File: config.mk
export PLATFORM = sky130hd
export DESIGN_NAME = gpi_periph
export DESIGN_NICKNAME = d
export VERILOG_FILES = /design/src/rtl/gpi_periph.sv
export SDC_FILE = /design/constraint.sdc
export NUM_CORES = 1
export LEC_CHECK = 0
export ABC_AREA = 1
export ABC_CLOCK_PERIOD_IN_PS = 2100
export CAP_MARGIN = 20
export CELL_PAD_IN_SITES_DETAIL_PLACEMENT = 0
export CELL_PAD_IN_SITES_GLOBAL_PLACEMENT = 1
export CORE_ASPECT_RATIO = 0.75
export CORE_MARGIN = 2
export CORE_UTILIZATION = 40
export CTS_CLUSTER_SIZE = 25
export DETAILED_ROUTE_END_ITERATION = 10
export PLACE_DENSITY = 0.78
export SYNTH_ARGS = -nofsm -noshare
export SYNTH_HDL_FRONTEND = slang
export SYNTH_SLANG_ARGS = --single-unit
File: constraint.sdc
create_clock -name clk -period 2.1 [get_ports clk]
set_input_delay 0.42 -clock clk [delete_from_list [all_inputs] [get_ports clk]]
set_output_delay 0.42 -clock clk [all_outputs]
set_load 0.02 [all_outputs]
File: src/rtl/gpi_periph.sv
`default_nettype none
// +----------------------------------------------------------------------+
// | Module  : gpi_periph                                                 |
// | Brief   : Memory-mapped general-purpose input peripheral. Two-flop   |
// |           synchroniser, per-pin debounce, sticky W1C edge flags,     |
// |           interrupt mask and OR-muxable registered read data.        |
// | Revision: 1.0 - initial release                                      |
// +----------------------------------------------------------------------+
module gpi_periph #(
  parameter int          WIDTH    = 8,
  parameter int          DEBOUNCE = 16,
  parameter int          CNT_W    = 16,
  parameter logic [9:0]  BASE     = 10'h54
) (
  input  logic             clk,
  input  logic             rst,
  input  logic [9:0]       address,
  input  logic             read,
  input  logic             write,
  input  logic [7:0]       data_in,
  input  logic [WIDTH-1:0] pins,
  output logic [31:0]      data_out,
  output logic             irq
);

  localparam logic [9:0]       C_EDGE_ADDR = BASE + 10'd4;
  localparam logic [9:0]       C_MASK_ADDR = BASE + 10'd8;
  localparam logic [CNT_W-1:0] C_CNT_LAST  = CNT_W'(DEBOUNCE - 1);

  logic [WIDTH-1:0] sync1_q, sync2_q;
  logic [WIDTH-1:0] stable_q, stable_d;
  logic [WIDTH-1:0] edge_q, edge_d;
  logic [WIDTH-1:0] mask_q, mask_d;
  logic [31:0]      data_out_q, data_out_d;

  logic             sel_state, sel_edge, sel_mask;
  logic [WIDTH-1:0] wdata;
  logic [WIDTH-1:0] edge_set;

  // Byte-lane bits are not part of the word decode.
  logic unused_addr_lsb;
  assign unused_addr_lsb = ^address[1:0];

  // Per-pin debounce: the synchronised level must disagree with the stable
  // level for DEBOUNCE consecutive cycles; any agreement restarts the count.
  for (genvar i = 0; i < WIDTH; i++) begin : g_pin
    logic [CNT_W-1:0] cnt_q, cnt_d;
    logic             stable_bit_d;

    // Next count and next stable level for this pin.
    always_comb begin
      cnt_d        = '0;
      stable_bit_d = stable_q[i];
      if (sync2_q[i] != stable_q[i]) begin
        if (cnt_q == C_CNT_LAST) begin
          stable_bit_d = sync2_q[i];
        end else begin
          cnt_d = cnt_q + CNT_W'(1);
        end
      end
    end

    // Counter register; reset discards any partial count.
    always_ff @(posedge clk) begin
      if (rst) begin
        cnt_q <= '0;
      end else begin
        cnt_q <= cnt_d;
      end
    end

    assign stable_d[i] = stable_bit_d;
  end

  // Register decode, W1C edge flags with set priority, mask load, read mux.
  always_comb begin
    sel_state  = (address[9:2] == BASE[9:2]);
    sel_edge   = (address[9:2] == C_EDGE_ADDR[9:2]);
    sel_mask   = (address[9:2] == C_MASK_ADDR[9:2]);
    wdata      = WIDTH'(data_in);
    edge_set   = stable_d ^ stable_q;

    edge_d     = edge_q | edge_set;
    mask_d     = mask_q;
    data_out_d = 32'b0;

    if (write && sel_edge) begin
      edge_d = (edge_q & ~wdata) | edge_set;
    end
    if (write && sel_mask) begin
      mask_d = wdata;
    end

    // Reads see the current register values, before this edge's update.
    if (read) begin
      if (sel_state) begin
        data_out_d = 32'(stable_q);
      end else if (sel_edge) begin
        data_out_d = 32'(edge_q);
      end else if (sel_mask) begin
        data_out_d = 32'(mask_q);
      end
    end
  end

  // Synchroniser, stable levels, flags, mask and read-data registers.
  always_ff @(posedge clk) begin
    if (rst) begin
      sync1_q    <= '0;
      sync2_q    <= '0;
      stable_q   <= '0;
      edge_q     <= '0;
      mask_q     <= '0;
      data_out_q <= 32'b0;
    end else begin
      sync1_q    <= pins;
      sync2_q    <= sync1_q;
      stable_q   <= stable_d;
      edge_q     <= edge_d;
      mask_q     <= mask_d;
      data_out_q <= data_out_d;
    end
  end

  assign data_out = data_out_q;
  assign irq      = |(edge_q & mask_q);

endmodule
`default_nettype wire
* After elaboration in Yosys (flattened, before gate mapping)
Index checks and enable logic that the tools add are counted.
** Storage, ports and cells
- Flip-flop bits (word level) :: 200
- Bits of input ports :: 30
- Word-level logic and storage cells :: 90
** Cells by class
- Add/subtract/negate cells :: 8
- Equal/unequal tests :: 19
- Multiplexer cells :: 20
- Bitwise logic cells :: 15
- Reductions and logical operators :: 13
** Operators with widths (count)
- adder 16 x 1 -> 16 bit, second input constant :: 8
- equality test 16 x 4 -> 1 bit, second input constant :: 8
- 2-to-1 mux 8 bit :: 4
- equality test 8 x 5 -> 1 bit, second input constant :: 3
- OR reduction 3 bit :: 8
- bitwise AND 8 bit :: 2
- 2-to-1 mux 1 bit :: 16
- OR 8 bit :: 2
- inverter 1 bit :: 9
- != test 1 bit :: 8
- inverter 8 bit :: 1
- OR reduction 8 bit :: 1
- bitwise XOR 8 bit :: 1
- OR reduction 4 bit :: 1
- logical AND 1 bit :: 2
- OR reduction 2 bit :: 1

* Depth between registers and ports, before layout
Gate-level depths: netlist of run 1.
- Depth in word-level cells :: 6
- Depth in mapped cells :: 9
- Mapped depth without buffers :: 8

* Least setup slack after synthesis of run 1
OpenSTA, ideal clock, no wires.
- Kind :: reg2reg
- Start point :: register g_pin[3].cnt_q[0]
- End point :: register g_pin[3].cnt_q[13]
- Library setup time :: 0.117 ns
- Data arrival time :: 1.304 ns
- Slack :: 0.679 ns
- Stages on the path, launching flop included :: 10
- Buffers on the path :: 1
- Cells stage by stage :: dfxtp_1 > ha_1 > nand2_2 > nor2_4 > inv_2 > nor2_4 > nand2_1 > nand2_2 > buf_6 > a21oi_1
** Between the ends
- Word-level cells in the longest chain between the ends :: 2
- Elaborated cells between the ends (all ways) :: 3
** Ends and longest elaborated chain
- from (decl) :: RTL line 47 : logic [CNT_W-1:0] cnt_q, cnt_d;
- from (signal assigned) :: RTL line 68 : cnt_q <= cnt_d;
- branches (longest 2 deep; another with adder 16 x 1 -> 16 bit)
Parallel ways; which one is timed is not known.
A chain may end at the register's enable or synchronous reset.

* Worst setup path after layout of run 1
- Start point :: register mask_q[2]
- End point :: output irq
** Between the ends
- Word-level cells in the longest chain between the ends :: 2
** Ends and longest elaborated chain
- from (decl) :: RTL line 33 : logic [WIDTH-1:0] mask_q, mask_d;
- from (signal assigned) :: RTL line 120 : mask_q <= mask_d;
- bitwise AND 8 bit :: RTL line 126 : assign irq = |(edge_q & mask_q);
- OR reduction 8 bit :: RTL line 126
- to (decl) :: RTL line 23 : output logic irq
No other way between the ends.

==> metrics.cfg, run 1 <==
[logic_synthesis]
synth_warnings=0
avgSynthCellArea_um2=6.57
ys_top_cells_by_area=dfxtp_1 39%, nand2_1 13%, nor2_1 11%, inv_1 8.6%, nand3_1 7.6%
netlist_area_um2=8950
synth_edf_count=0
yosysUniqueCellTypes=28
ys.flop_type=dfxtp_1
synth_cells=1363
synth_top_cell_by_area=dfxtp_1
yosysMostFrequentCell=nand2_1
ys_seq_area_share_pct=39.4
synth_common_cells=313 x nand2_1, 271 x nor2_1, 204 x inv_1
synth_top_area_share_pct=39.4
ys_ff_latch=176
synthArstFlopShare_pct=0

[floorplan]
core_um2=22000
die_x_um=177
die_y_um=134
die_area_um2=23600
rows=47
io_pins=63
initial_utilization_pct=40.7

[clock_network]
numCtsBuffers=17
cts_tree=yes
clk_pin_slew_ps=70
cts.sinks=176
cts_buffer_depth=2
postCtsHoldBufs=0
cts-root-buf=clkbuf_16
clk-insertion-delay-late_ps=440
htree_num_levels=4
cts_setup_buffers=0
cts_resized=1

[layout]
n_fill_cell=2326
final_nets=1452
post-route-util_pct=46.4
antenna_cells=0
layout-area-overhead-vs-synth_pct=14.1
drive_gt1_share_pct=5.61

[sta]
fmax_mhz=526
fin_worst_skew_ps=10.4
hold_viol_final=0
slew_headroom_pct=51.5
tightest_slew_ps=724
slew_viol_final=0
fin_crit_sh_pct=90.5
finalSetupViolCount=0
tns_ps=0
period_minus_slack_ps=1900
rsz0062_at_grt=false

[setup_path]
reg2reg_from=g_pin[0].cnt_q[0]
cp_num_buf_inv=2
rrSetupSlack_ps=370
rr_worst_depth=6
start_kind=flop
reg2reg_to=g_pin[0].cnt_q[8]
max_stage_delay_ps=340
path_class=flop to primary output
worstPathRequired_ps=1680
crit_path_top_delay_cell=dlygate4sd2_1
crit_path_cell_trace=inv_1 -> o22ai_1 -> nor2_1 -> nand2_1 -> dlygate4sd2_1
cp-end-kind=primary output
path_depth=5
critPathMaxFanout=2
cp_top_family=buffers and inverters
cp.arrival_ps=1480

[drt]
ant_nets=0
drt_iter0_drc=498
post-route-drc-count=0
wl_mm=19.6
vias=7805
routed_via_density=4.54
first_pass_iters=5
wl_per_cell_um=11.4

[power]
swShare_pct=22.1
ir_drop_uv=539
p_sw_w=0.00157
p_leak_nw=4.01
combPwrFrac_pct=2.9
p_int_w=0.00556
power_density_nw_per_um2=699
pwr-share-clk_pct=50.0
pwr-share-seq_pct=47.1

[hold_path]
hold_end=sync2_q[7]
hp-start=sync1_q[7]
hold_depth=2
hold_class=flop to flop

[placement]
globalplace.congestion=0.809
dpl.hpwl_mm=14.5
io_buffers=36

[global_route]
grt_max_degree=17
overflow=0
first_global_vias=7112
antenna_found_initial=1
grt_pass1_wl_mm=33.6
grtUsageTotal_pct=17.5

[outcome]
outcome=finished clean

[flow_run]
max_cap_violations=0

==> kinds of logic after synthesis <==
kind of cell / share of synthesized area (%)
AOI/OAI and AO/OA: 5.63
and+or+nand+nor: 38.0
DFF: 39.4
other: 0.0419
xor gates and xnor gates: 3.82
buffers and inverters: 12.0
adders and majority gates: 1.12
==> cells in the final DEF, fill, tap and decap left out, types with 4 or more instances in the layout <==
| cell type | instances |
|---|---|
| dfxtp_1 | 176 |
| xnor2_1 | 20 |
| nor3_1 | 8 |
| a21oi_2 | 5 |
| buf_4 | 12 |
| bufinv_16 | 5 |
| nor2_4 | 9 |
| nor2_1 | 271 |
| nor2_2 | 6 |
| o21ai_0 | 15 |
| nand2_1 | 313 |
| conb_1 | 24 |
| inv_2 | 4 |
| clkdlybuf4s50_1 | 35 |
| inv_1 | 204 |
| ha_1 | 8 |
| o22ai_1 | 4 |
| nand3b_1 | 6 |
| nand2_2 | 9 |
| a21oi_1 | 69 |
| nand3_1 | 136 |
| xor2_1 | 19 |
| clkbuf_16 | 17 |
| nand4_1 | 34 |
==> sequential cells by signal, indices dropped and copies added, names as in the netlist <==
register     cells
sync1_q          8
data_out         8
sync2_q          8
edge_q           8
mask_q           8
stable_q         8
g_pin.cnt_q    128
==> final cells by class <==
type,instances,area [um2],share of cell area [%]
Sequential cell,176,3520,34.5
Inverter,208,781,7.64
Tap cell,294,368,3.60
Multi-Input combinational cell,963,4440,43.5
Clock inverter,14,228,2.23
Clock buffer,17,425,4.17
Timing Repair Buffer,48,449,4.40
==> metal layers <==
metal | routed length, um | vias up | track usage, %
met5 | 0 | - | 0
met4 | 164 | 0 | 3.72
met3 | 789 | 8 | 4.37
met2 | 8000 | 100 | 26.5
met1 | 10600 | 3399 | 25.2
li1 | - | 4298 | -
==> stage by stage <==
| stage | total power [W] | instance area [um2] | setup WS, ps | cells | hold slack (ps) |
|---|---|---|---|---|---|
| after CTS | 0.00724 | 10200 | 156 | 1720 | 401 |
| final | 0.00714 | 10200 | 199 | 1720 | 400 |
| after detailed placement | 0.00365 | 9560 | 49.1 | 1689 | 392 |
| after global routing | 0.00741 | 10200 | 94.5 | 1720 | 413 |
| after floorplan | 0.00359 | 9040 | 679 | 1386 | 388 |
| after global placement | 0.00365 | 9560 | 87.7 | 1689 | 390 |
==> worst reg2reg max path: cells and delay by family (launching register included) <==
family	cells	cell delay (ps)
and+or+nand+nor	5	1010
adders and majority gates	1	210
DFF	1	380
==> worst max path at each step <==
| stage | startpoint | slack [ps] | to |
|---|---|---|---|
| 3_5_place_dp | rst | 50 | g_pin[6].cnt_q[13] |
| 4_1_cts | edge_q[2] | 160 | irq |
| 3_3_place_gp | rst | 90 | g_pin[6].cnt_q[14] |
| 2_1_floorplan | g_pin[3].cnt_q[0] | 680 | g_pin[3].cnt_q[13] |
| 5_1_grt | mask_q[0] | 90 | irq |
| 6_report | mask_q[2] | 200 | irq |
==> power groups by stage <==
stage               clock [W]  sequential (W)  combinational [W]
floorplan                   0         0.00344           0.000153
global placement            0         0.00344           0.000205
detailed placement          0         0.00344           0.000206
CTS                   0.00366         0.00336           0.000207
global route          0.00381         0.00337           0.000225
finish                0.00357         0.00337           0.000203
Power figures use the tool's default switching activity.
==> run 2, diff against run 1 <==
--- a/config.mk
+++ b/config.mk
@@ -11,11 +11,13 @@
 export CELL_PAD_IN_SITES_DETAIL_PLACEMENT = 0
 export CELL_PAD_IN_SITES_GLOBAL_PLACEMENT = 1
 export CORE_ASPECT_RATIO = 0.75
-export CORE_MARGIN = 2
+export CORE_MARGIN = 3
 export CORE_UTILIZATION = 40
 export CTS_CLUSTER_SIZE = 25
 export DETAILED_ROUTE_END_ITERATION = 10
-export PLACE_DENSITY = 0.78
+export DONT_BUFFER_PORTS = 1
+export HOLD_SLACK_MARGIN = 0.12
+export PLACE_DENSITY = 0.73
 export SYNTH_ARGS = -nofsm -noshare
 export SYNTH_HDL_FRONTEND = slang
 export SYNTH_SLANG_ARGS = --single-unit
==> run 2 against run 1 <==
Register-to-register slack better by 70 ps. First-iteration DRC count shrank 9.4%. Final cell count fell by 1.9%. Largest power group is now sequential cells. Clock skew rose by 1.4 ps. Critical endpoint is now sync1_q[1]. Critical path type is now input port to flop. Global-route usage decreased by 0.49 points.
==> metrics.cfg, run 2 (synthesis results as in run 1) <==
[global_route]
antenna_found_initial=0
overflow=0
first_global_vias=6958
grt_pass1_wl_mm=33.6
grt_max_degree=20
grtUsageTotal_pct=17.0

[layout]
largest_reg_flops=128
final_common_cell=nand2_1
final_nets=1424
layout-area-overhead-vs-synth_pct=10.3
drive_gt1_share_pct=5.22
n_fill_cell=2308
layout_common_cells=313 x nand2_1, 271 x nor2_1, 204 x inv_1, 176 x dfxtp_1, 136 x nand3_1
antenna_cells=0
post-route-util_pct=45.8
fin_area_um2=9880
largest-register=g_pin.cnt_q

[setup_path]
rr_worst_depth=6
max_stage_delay_ps=1120
path_depth=3
start_kind=input port
reg2reg_to=g_pin[5].cnt_q[6]
crit_path_cell_trace=dlygate4sd3_1 -> nor2_1 -> dlygate4sd3_1
cp_top_family=buffers and inverters
worstPathRequired_ps=2420
crit_path_top_delay_cell=dlygate4sd3_1
critPathMaxFanout=18
path_common_cell=dlygate4sd3_1
rrSetupSlack_ps=440
cp-end-kind=flop
cp_num_buf_inv=2
reg2reg_from=g_pin[5].cnt_q[0]
path_class=input port to flop
endpoint=sync1_q[1]
startpoint=rst
cp.arrival_ps=2210

[sta]
slew_viol_final=0
hold_viol_final=0
fin_crit_sh_pct=90.1
fin_worst_skew_ps=11.8
tns_ps=0
tightest_slew_ps=884
period_minus_slack_ps=1890
hold_ws_ps=138
slew_headroom_pct=40.9
finalSetupViolCount=0
rsz0062_at_grt=false
fmax_mhz=529

[outcome]
outcome=finished clean

[power]
pwr-share-seq_pct=50.0
p_sw_w=0.00156
power.total_w=0.00673
swShare_pct=23.1
pwr-share-clk_pct=47.6
power_density_nw_per_um2=681
combPwrFrac_pct=2.4
p_leak_nw=3.86
p_int_w=0.00517
ir_drop_uv=484

[clock_network]
cts_tree=yes
htree_num_levels=4
cts.sinks=176
cts_resized=0
clk_pin_slew_ps=70
cts_buffer_depth=2
numCtsBuffers=17
cts-root-buf=clkbuf_16
clk-insertion-delay-late_ps=430

[drt]
wl_mm=20.0
vias=7763
routed_via_density=4.60
post-route-drc-count=0
ant_nets=0
wl_per_cell_um=11.9
first_pass_iters=5
drt_iter0_drc=451

[floorplan]
io_pins=63
die_x_um=179
die_area_um2=24200
die_y_um=136
core_um2=21600
initial_utilization_pct=41.5
rows=46

[placement]
dpl.hpwl_mm=14.4
io_buffers=0
placed_area_um2=9140
globalplace.congestion=0.811

[flow_run]
max_cap_violations=0

[hold_path]
hold_class=input port to flop

## run 2: cell types whose count changed in the layout (fill, tap and decap cells not counted), moves of 2 or more
| cell | change |
|---|---|
| bufinv_16 | -3 |
| clkdlybuf4s50_1 | -35 |
| clkinv_4 | +4 |
| buf_4 | -7 |
| inv_8 | -2 |
| dlygate4sd3_1 | +15 |
## run 2: per-layer routing
layer | GRT usage, % | vias to the layer above | part of all wire (%)
li1 | - | 4249 | -
met1 | 25.1 | 3427 | 55
met2 | 25.3 | 74 | 41
met3 | 3.64 | 13 | 3.0
met4 | 4.11 | 0 | 0.80
met5 | 0 | - | 0
## run 2: power groups by stage
stage | logic (W) | clock network (W) | registers [W]
floorplan | 0.000153 | 0 | 0.00344
global placement | 0.000130 | 0 | 0.00344
detailed placement | 0.000131 | 0 | 0.00344
CTS | 0.000163 | 0.00330 | 0.00337
global route | 0.000180 | 0.00341 | 0.00337
finish | 0.000162 | 0.00320 | 0.00337
## run 2: worst min path at each step
stage,startpoint,end,slack [ps],depth (start not counted)
2_1_floorplan,sync1_q[0],sync2_q[0],390,2
3_3_place_gp,sync1_q[3],sync2_q[3],400,2
3_5_place_dp,sync1_q[3],sync2_q[3],400,2
4_1_cts,data_in[6],edge_q[6],130,3
5_1_grt,rst,edge_q[2],140,3
6_report,pins[7],sync1_q[7],140,2
## run 2: what timing repair did
action,4_1_cts,5_1_grt
endpoints found under the setup margin,0,0
hold buffers,15,0
endpoints found under the hold margin,26,0
setup buffers,0,0
## run 2: layout make-up
type | count | area (um2) | share of cell area (%)
tap | 288 | 360 | 3.65
sequential | 176 | 3520 | 35.7
clock buffer | 18 | 429 | 4.35
timing repair buffer | 20 | 188 | 1.90
clock inverter | 14 | 156 | 1.58
inverter | 208 | 781 | 7.90
multi-input combinational | 963 | 4440 | 44.9
## run 2: through the flow
| step | cells | worst slack, ps |
|---|---|---|
| floorplan | 1386 | 679 |
| global placement | 1640 | 458 |
| detailed placement | 1640 | 430 |
| CTS | 1687 | 184 |
| global route | 1687 | 113 |
| finish | 1687 | 209 |
